$ cat config.mk
export PLATFORM = sky130hd
export DESIGN_NAME = fetch_pc_register
export DESIGN_NICKNAME = d
export VERILOG_FILES = /design/src/rtl/fetch_pc_register.sv
export SDC_FILE = /design/constraint.sdc
export NUM_CORES = 1
export LEC_CHECK = 0
export BUFFER_PORTS_ARGS = -buffer_cell sky130_fd_sc_hd__buf_2
export CAP_MARGIN = 20
export CORE_UTILIZATION = 45
export DETAILED_ROUTE_END_ITERATION = 8
export GPL_TIMING_DRIVEN = 0
export PLACE_DENSITY = 0.8
export SLEW_MARGIN = 10
export SYNTH_ARGS = -nofsm -noshare
export SYNTH_HDL_FRONTEND = slang
export SYNTH_SLANG_ARGS = --single-unit
$ cat constraint.sdc
create_clock -name clk -period 5.74 [get_ports clk]
set_input_delay 0.861 -clock clk [delete_from_list [all_inputs] [get_ports clk]]
set_output_delay 0.861 -clock clk [all_outputs]
set_load 0.005 [all_outputs]
$ cat src/rtl/fetch_pc_register.sv
// rtl/fetch_pc_register.sv - front-end fetch PC register with delay-slot tracking
// Optional misaligned-fetch flag enabled by defining PCR_ALIGN_CHECK_EN.
module fetch_pc_register #(
  parameter logic [31:0] RESET_PC = 32'hBFC0_0000
) (
  input  logic        clk,
  input  logic        rst,
  input  logic        IF_allowin_i,
  input  logic        BTB_predTaken_i,
  input  logic [1:0]  BTB_predIndex_i,
  input  logic [31:0] BTB_predTarget_i,
  input  logic        EXE_redirect_i,
  input  logic [31:0] EXE_redirectPC_i,
  input  logic        EXE_redirectNeedDS_i,
  input  logic [31:0] EXE_redirectDSPC_i,
  input  logic        CP0_excRedirect_i,
  input  logic [31:0] CP0_excPC_i,
  output logic        PCR_valid_o,
  output logic [31:0] PCR_VAddr_o,
  output logic [31:0] PCR_lastVAddr_o,
  output logic        PCR_needDelaySlot_o,
  output logic        PCR_adelExc_o
);

  typedef enum logic {
    NORMAL     = 1'b0,
    DS_PENDING = 1'b1
  } state_e;

  state_e      state_q, state_d;
  logic        valid_q;
  logic [31:0] vaddr_q, vaddr_d;
  logic [31:0] last_q, last_d;
  logic        fire;
  logic        load;

  function automatic logic [31:0] seq_addr(input logic [31:0] a);
    seq_addr = {a[31:4] + 28'd1, 4'b0000};
  endfunction

  assign fire = valid_q & IF_allowin_i;
  assign load = CP0_excRedirect_i | EXE_redirect_i | fire;

  // Redirects win regardless of fire; in DS_PENDING the BTB is ignored.
  always_comb begin
    state_d = state_q;
    vaddr_d = vaddr_q;
    last_d  = last_q;
    if (CP0_excRedirect_i) begin
      vaddr_d = CP0_excPC_i;
      state_d = NORMAL;
    end else if (EXE_redirect_i) begin
      vaddr_d = EXE_redirectPC_i;
      if (EXE_redirectNeedDS_i) begin
        last_d  = EXE_redirectDSPC_i;
        state_d = DS_PENDING;
      end else begin
        state_d = NORMAL;
      end
    end else if (fire) begin
      case (state_q)
        NORMAL: begin
          if (BTB_predTaken_i) begin
            vaddr_d = BTB_predTarget_i;
            if (BTB_predIndex_i == 2'd3) begin
              last_d  = seq_addr(vaddr_q);
              state_d = DS_PENDING;
            end
          end else begin
            vaddr_d = seq_addr(vaddr_q);
          end
        end
        DS_PENDING: state_d = NORMAL;
        default:    state_d = NORMAL;
      endcase
    end
  end

  always_ff @(posedge clk) begin
    if (!rst) begin
      state_q <= NORMAL;
      valid_q <= 1'b0;
      vaddr_q <= RESET_PC;
      last_q  <= 32'd0;
    end else begin
      state_q <= state_d;
      valid_q <= 1'b1;
      vaddr_q <= vaddr_d;
      last_q  <= last_d;
    end
  end

`ifdef PCR_ALIGN_CHECK_EN
  logic        adel_q;
  logic [31:0] next_fetch;

  assign next_fetch = (state_d == DS_PENDING) ? last_d : vaddr_d;

  always_ff @(posedge clk) begin
    if (!rst) begin
      adel_q <= 1'b0;
    end else if (load) begin
      adel_q <= |next_fetch[1:0];
    end
  end

  assign PCR_adelExc_o = adel_q;
`else
  logic unused_load;
  assign unused_load   = load;
  assign PCR_adelExc_o = 1'b0;
`endif

  assign PCR_valid_o         = valid_q;
  assign PCR_VAddr_o         = vaddr_q;
  assign PCR_lastVAddr_o     = last_q;
  assign PCR_needDelaySlot_o = (state_q == DS_PENDING);

endmodule

### Word-level counts from Yosys, hierarchy flattened

Index checks and enable logic that the tools add are counted.

* multiply operators: 0
* bitwise gates (word level): 4
* div/mod/pow operators: 0
* $lt $le $gt $ge: 0
* multiplexer cells: 18
* $add $sub $neg: 1
* equal/unequal tests: 4
* shift operators: 0
* reduce and logical (&&, ||, !) cells: 7

Operators by type and width (count)
* two-way mux 32 bit: 11
* adder 28 x 1 -> 28 bit (second input constant): 1
* two-way mux 1 bit: 6
* AND reduction 6 bit: 1
* nonzero test 2 bit: 3
* inequality test 3 bit (second input constant): 1
* inverter 1 bit: 3
* nonzero test 3 bit: 1
* == test 2 bit (second input constant): 1
* inequality test 2 x 1 -> 1 bit (second input constant): 1
* inequality test 2 bit (second input constant): 1
* one-hot mux 1 bit (2 select lines): 1
* AND reduction 2 bit: 1
* OR reduction 2 bit: 1
* bitwise AND 1 bit: 1

* memory bits (read-only): 0
* output and inout port bits: 67
* latch bits: 0
* bits in registers: 66
* memories: 0
* memory bits (writable): 0

### Depth between registers and ports, before layout

Gate-level depths: netlist (run 1).

* depth in word-level cells: 6
* mapped depth: 7

### Worst setup path before layout (run 1)

No wires, ideal clock.

* path type: in2reg
* start: in BTB_predIndex_i[0]
* end: reg last_q[12], in the netlist PCR_lastVAddr_o[12]
* stages: 6
* path slack: 3.653 ns
* data arrival time: 2.000 ns
* path buffers: 2
* data required time: 5.653 ns
* path through: nand3_1 > nor3_2 > o21ai_1 > buf_2 > clkbuf_1 > o31ai_1

* word-level cells in the longest chain between the ends: 3

RTL lines
* start, declared: line 10 `input logic [1:0] BTB_predIndex_i,`
* == test 2 bit: line 65 `if (BTB_predIndex_i == 2'd3) begin`
* nonzero test 2 bit (no line)
* AND reduction 6 bit (no line)
* end signal, assigned: line 89 `last_q <= last_d;`
* end, declared: line 33 `logic [31:0] last_q, last_d;`

No other way between the ends.
A chain may end at the register's enable or synchronous reset.

### Worst setup path after layout (run 1)

* start: in EXE_redirect_i
* end: reg last_q[4], in the netlist PCR_lastVAddr_o[4]

* word-level cells in the longest chain between the ends: 2
* elaborated cells on any way between the ends: 7
* classes of those cells: 2 x eq/ne; 1 x mux; 4 x reduce/logical

RTL lines
* start, declared: line 12 `input logic EXE_redirect_i,`
* inequality test 2 x 1 -> 1 bit (no line), or another cell as far along
* AND reduction 6 bit (no line)

Several ways; a longest one is shown, not always the timed one.

==> impl_metrics.env, run 1 <==
export IMPL_status="finished, final reports clean"
export IMPL_antennaDiodeCount=0
export IMPL_place_congestion=1.005
export IMPL_crit_path_end_kind="flip-flop"
export IMPL_clk_root_buffer_cell="clkbuf_8"
export IMPL_dieArea_um2=9909
export IMPL_synth_fp_nets=703
export IMPL_synth_area_um2=4282
export IMPL_synth_flop_cell="dfxtp_1"
export IMPL_avgSynthCellArea_um2=7.578
export IMPL_cp_data_required_time_ps=5950
export IMPL_worstPathArrival_ps=2710
export IMPL_synth_edf_count=0
export IMPL_hold_end="PCR_lastVAddr_o[1]$_SDFFE_PN0P_"
export IMPL_post_route_drc_count=0
export IMPL_min_delay_start="PCR_lastVAddr_o[1]$_SDFFE_PN0P_"
export IMPL_postCtsSetupBuffers=0
export IMPL_leakagePower_uw=0.002446
export IMPL_synth_distinct_cells=61
export IMPL_routed_wl_um=18180
export IMPL_ir_drop_mv=0.1134
export IMPL_dp_hpwl_um=13800
export IMPL_seq_area_frac_synth=0.3086
export IMPL_max_clock_path_buffers=2
export IMPL_cts_max_level=3
export IMPL_setup_viol=0
export IMPL_final_nets=916
export IMPL_firstDrtPassIters=5
export IMPL_clk_pin_slew_ps=80
export IMPL_antenna_found_initial=0
export IMPL_coreArea_um2=9240
export IMPL_start_kind="input port"
export IMPL_cts_sinks=66
export IMPL_ys_seq_elements=66
export IMPL_worstReg2RegEnd="PCR_VAddr_o[28]$_SDFFE_PN1P_"
export IMPL_drive_above_1_share=0.3078
export IMPL_reg2reg_from="PCR_VAddr_o[4]$_SDFFE_PN0P_"
export IMPL_timing_hold_ws_ps=452.9
export IMPL_via_count=5625
export IMPL_multi_input_area_um2=2710
export IMPL_register_area_um2=1321
export IMPL_critical_path_class="in2reg"
export IMPL_worstMarginPinSlew_ps=746.9
export IMPL_postRouteAntennaNets=0
export IMPL_hold_buffers=0
export IMPL_wl_per_cell_um=19.93
export IMPL_fin_skew_ps=11.54
export IMPL_cts_buffers=9
export IMPL_min_period_ps=2494
export IMPL_post_route_util=0.6130
export IMPL_grt_first_pass_wirelength_um=27430
export IMPL_reg2reg_depth=6
export IMPL_holdPathStages=2
export IMPL_final_common_cell="buf_2"
export IMPL_mostFrequentLayoutCells="buf_2 (210), dfxtp_1 (66), nand2_1 (64)"
export IMPL_grt_pass1_vias=5144
export IMPL_fill_cells=888
export IMPL_cts_resized=0
export IMPL_fp_dieH_um=99.55
export IMPL_io_pin_count=204
export IMPL_rsz0062_at_grt="no"
export IMPL_grt_total_usage=0.3645
export IMPL_clk_insertion_delay_late_ps=350
export IMPL_maxClockFrequency_mhz=401.0
export IMPL_cp_max_fo=10
export IMPL_gr_total_overflow=0
export IMPL_fp_dieW_um=99.55
export IMPL_holdCritPathClass="reg2reg"
export IMPL_area_delta_synth_final_pct=32.29
export IMPL_post_drt_via_cell_ratio=6.168
export IMPL_post_route_period_util=0.4345
export IMPL_slew_headroom=0.5021
export IMPL_drv_cap=0
export IMPL_hold_viol=0
export IMPL_port_buffer_count=202
export IMPL_slew_viol_final=0
export IMPL_syn_instance_count=565
export IMPL_fin_tns_setup_ps=0
export IMPL_cts_tree="done"
export IMPL_ys_warn_count=0
export IMPL_grt_max_degree=12
export IMPL_rows=35
export IMPL_ys_async_sr_fraction=0
export IMPL_start_util=0.4634
export IMPL_ff2ff_setup_slack_ps=3290
export IMPL_power_density_nw_per_um2=219.1
export IMPL_drt_iter0_markers=615
[sequential cells by signal, indices dropped and copies added (netlist names)]
name                 flops
PCR_VAddr_o             32
PCR_lastVAddr_o         32
PCR_needDelaySlot_o      1
PCR_valid_o              1
[worst max-delay path by stage]
stage                                        to  cells after the start  slack (ps)          startpoint
4_1_cts            PCR_VAddr_o[13]$_SDFFE_PN0P_                      8        3350      EXE_redirect_i
2_1_floorplan  PCR_lastVAddr_o[12]$_SDFFE_PN0P_                      6        3650  BTB_predIndex_i[0]
3_5_place_dp       PCR_VAddr_o[13]$_SDFFE_PN0P_                      8        2990      EXE_redirect_i
5_1_grt            PCR_VAddr_o[13]$_SDFFE_PN0P_                      8        3010      EXE_redirect_i
3_3_place_gp    PCR_lastVAddr_o[4]$_SDFFE_PN0P_                      7        3030      EXE_redirect_i
6_report        PCR_lastVAddr_o[4]$_SDFFE_PN0P_                      7        3250      EXE_redirect_i
[where the power goes]
group          internal [uW]  total [uW]  switching, uW
combinational            119         283            165
clock                    244         437            193
sequential               486         521           34.9
[synth_stat cells, types with 7 or more instances]
master,number,share of area
dfxtp_1,66,0.31
nand2_1,64,0.056
nor2_1,45,0.039
o21ai_0,39,0.046
a21oi_1,35,0.041
clkbuf_1,29,0.025
nand3_1,28,0.033
nor3_1,22,0.026
xnor2_1,18,0.037
o211ai_1,15,0.026
inv_1,11,0.0096
a221oi_1,10,0.020
a32oi_1,10,0.020
buf_1,10,0.0088
o31ai_1,10,0.018
a211oi_1,9,0.016
mux2i_1,9,0.021
and3_1,8,0.012
buf_2,8,0.0094
a31oi_1,7,0.010
nand4_1,7,0.010
o21a_1,7,0.012
o21ai_1,7,0.0082
[per-stage QoR]
step / total power [uW] / instance area [um^2] / instances / worst slack [ps]
final: 1241 / 5664 / 912 / 3246
after detailed placement: 804.3 / 5454 / 896 / 2989
after global routing: 1287 / 5664 / 912 / 3009
after CTS: 1229 / 5664 / 912 / 3350
after floorplan: 667.0 / 4282 / 565 / 3653
after global placement: 799.1 / 5454 / 896 / 3027
[worst max-delay path, cell delays in order]
cell and delay (ps):
buf_2 100, buf_2 220, clkbuf_1 490, buf_1 630, nor2_1 100, a211oi_1 220, nor3_1 70
[routing by layer]
layer,global-route usage,share of wire,wire (um)
met1,0.4942,0.40,7226
met2,0.5823,0.46,8416
met3,0.04779,0.11,2043
met4,0.1538,0.027,493
met5,0,0,0
[cell type report]
class | instances | share of cell area
sequential | 66 | 0.2333
inverter | 13 | 0.008615
multi-input combinational | 437 | 0.4785
buffer | 49 | 0.03556
clock buffer | 11 | 0.02319
timing repair buffer | 202 | 0.1785
tap | 129 | 0.02850
clock inverter | 5 | 0.01392
[kinds of logic (layout without fill, tap and decap cells)]
kind of cell | after synthesis | after routing | synth area share
flops | 66 | 66 | 0.3086
mux | 10 | 10 | 0.02367
buf+inv | 62 | 280 | 0.05845
other cells | 1 | 1 | 0.0008758
simple gates | 214 | 214 | 0.2639
compound gates | 189 | 189 | 0.2966
xor+xnor | 22 | 22 | 0.04500
fa+ha+maj | 1 | 1 | 0.002922
Power figures use the tool's default switching activity.
==> inputs of run 2 (changes only) <==
Clock period 5.74 ns to 2.36 ns, I/O delays scaled along.
==> run 2 against run 1 <==
Non-clock buffer count did not move. Via count decreased by 1.4%. Sequential share of layout area shrank 0.092 points. Clock skew about the same. Global-route usage unchanged. Worst setup slack worse by 3100 ps. Core utilization up 0.24 points. Cell count unchanged. Critical path depth is the same. Die area unchanged. Sequential cell count stayed put. Hold slack got worse by 330 ps.
==> impl_metrics.env, run 2 (synthesis results as in run 1) <==
export IMPL_power_density_nw_per_um2=530.2
export IMPL_clk_insertion_delay_late_ps=350
export IMPL_min_period_ps=2249
export IMPL_mostFrequentLayoutCells="buf_2 (210), dfxtp_1 (66), nand2_1 (64)"
export IMPL_drt_iter0_markers=570
export IMPL_ff2ff_setup_slack_ps=110
export IMPL_fp_dieW_um=99.55
export IMPL_status="finished, final reports clean"
export IMPL_post_place_ws_ps=23.40
export IMPL_fin_tns_setup_ps=0
export IMPL_routed_wl_um=18160
export IMPL_crit_path_end_kind="flip-flop"
export IMPL_worstMarginPinSlew_ps=742.8
export IMPL_reg2reg_depth=7
export IMPL_port_buffer_count=202
export IMPL_seq_power_share=0.420
export IMPL_power_total_uw=3015
export IMPL_clk_root_buffer_cell="clkbuf_8"
export IMPL_cts_tree="done"
export IMPL_combPwrFrac=0.229
export IMPL_start_kind="flip-flop"
export IMPL_fill_cells=888
export IMPL_post_drt_via_cell_ratio=6.081
export IMPL_worstPathArrival_ps=2450
export IMPL_final_nets=916
export IMPL_dp_hpwl_um=13800
export IMPL_antenna_found_initial=0
export IMPL_coreArea_um2=9240
export IMPL_area_delta_synth_final_pct=32.82
export IMPL_holdPathStages=1
export IMPL_setup_viol=0
export IMPL_leakagePower_uw=0.002452
export IMPL_p_sw_uw=950.4
export IMPL_ir_drop_mv=0.2758
export IMPL_post_route_drc_count=0
export IMPL_gr_total_overflow=0
export IMPL_max_clock_path_buffers=2
export IMPL_rows=35
export IMPL_cts_max_level=3
export IMPL_worstReg2RegEnd="PCR_VAddr_o[31]$_SDFFE_PN1P_"
export IMPL_postRouteAntennaNets=0
export IMPL_maxClockFrequency_mhz=444.6
export IMPL_slew_headroom=0.5030
export IMPL_hold_viol=0
export IMPL_start_util=0.4634
export IMPL_hold_end="PCR_valid_o$_DFF_P_"
export IMPL_wl_per_cell_um=19.91
export IMPL_via_count=5546
export IMPL_cp_max_fo=10
export IMPL_cts_buffers=9
export IMPL_fin_skew_ps=11.93
export IMPL_grt_pass1_vias=5144
export IMPL_cp_data_required_time_ps=2560
export IMPL_p_clk_frac=0.351
export IMPL_critical_path_class="reg2reg"
export IMPL_min_delay_start="rst"
export IMPL_place_congestion=1.005
export IMPL_antennaDiodeCount=0
export IMPL_post_route_util=0.6154
export IMPL_p_int_uw=2065
export IMPL_dieArea_um2=9909
export IMPL_netSwitchingFraction=0.3152
export IMPL_grt_max_degree=12
export IMPL_worst_slack_ps=110.6
export IMPL_final_common_cell="buf_2"
export IMPL_firstDrtPassIters=5
export IMPL_grt_first_pass_wirelength_um=27430
export IMPL_io_pin_count=204
export IMPL_fp_dieH_um=99.55
export IMPL_drv_cap=0
export IMPL_postCtsSetupBuffers=0
export IMPL_cts_sinks=66
export IMPL_slew_viol_final=0
export IMPL_drive_above_1_share=0.3091
export IMPL_clk_pin_slew_ps=70
export IMPL_grt_total_usage=0.3645
export IMPL_post_route_period_util=0.9532
export IMPL_reg2reg_from="PCR_needDelaySlot_o$_SDFFE_PP0N_"
export IMPL_holdCritPathClass="in2reg"
run 2: through the flow:
| step | instances | area, um^2 | hold slack [ps] |
|---|---|---|---|
| detailed placement | 896 | 5454 | 440.5 |
| CTS | 912 | 5664 | 113.9 |
| global placement | 896 | 5454 | 436.1 |
| global route | 912 | 5687 | 112.0 |
| floorplan | 565 | 4282 | 381.7 |
| finish | 912 | 5687 | 120.9 |
run 2: worst max-delay path by stage:
stage	start	endpoint	slack (ps)	cells past startpoint
2_1_floorplan	PCR_VAddr_o[16]$_SDFFE_PN0P_	PCR_VAddr_o[31]$_SDFFE_PN1P_	510	6
3_3_place_gp	PCR_VAddr_o[4]$_SDFFE_PN0P_	PCR_VAddr_o[28]$_SDFFE_PN1P_	30	6
3_5_place_dp	PCR_VAddr_o[4]$_SDFFE_PN0P_	PCR_VAddr_o[28]$_SDFFE_PN1P_	20	6
4_1_cts	PCR_VAddr_o[4]$_SDFFE_PN0P_	PCR_VAddr_o[28]$_SDFFE_PN1P_	0.4	6
5_1_grt	PCR_VAddr_o[4]$_SDFFE_PN0P_	PCR_VAddr_o[28]$_SDFFE_PN1P_	-2	6
6_report	PCR_needDelaySlot_o$_SDFFE_PP0N_	PCR_VAddr_o[31]$_SDFFE_PN1P_	110	7
run 2: power by group through the flow:
stage	Sequential [uW]	Combinational, uW	Clock, uW
floorplan	1280	345	0
global placement	1280	660	0
CTS	1260	671	1060
finish	1270	691	1060
global route	1270	747	1110
detailed placement	1290	669	0
run 2: worst max-delay path, stage by stage (launching register included):
cell and delay (ps):
dfxtp_1 360, and3b_1 180, clkbuf_1 260, nor3_1 340, clkbuf_1 600, nor3_1 130
a21oi_1 150, nand3_1 90
run 2: cell type report:
class | count | area (um^2) | share of cell area
Multi-Input combinational cell | 437 | 2733 | 0.4805
Sequential cell | 66 | 1321 | 0.2323
Timing Repair Buffer | 202 | 1011 | 0.1778
Buffer | 49 | 201.4 | 0.03542
Tap cell | 129 | 161.4 | 0.02838
Clock buffer | 11 | 131.4 | 0.02310
Clock inverter | 5 | 78.83 | 0.01386
Inverter | 13 | 48.80 | 0.008581
run 2: what timing repair did:
action,4_1_cts,5_1_grt
gates resized for setup,0,3
hold buffers,0,0
endpoints found under the setup margin,0,4
run 2: metal layers:
metal	part of all wire	GRT usage	up-vias
met5	0	0	-
met4	0.033	0.1538	0
met3	0.10	0.04779	57
met2	0.46	0.5823	387
met1	0.41	0.4942	2572
li1	-	-	2530
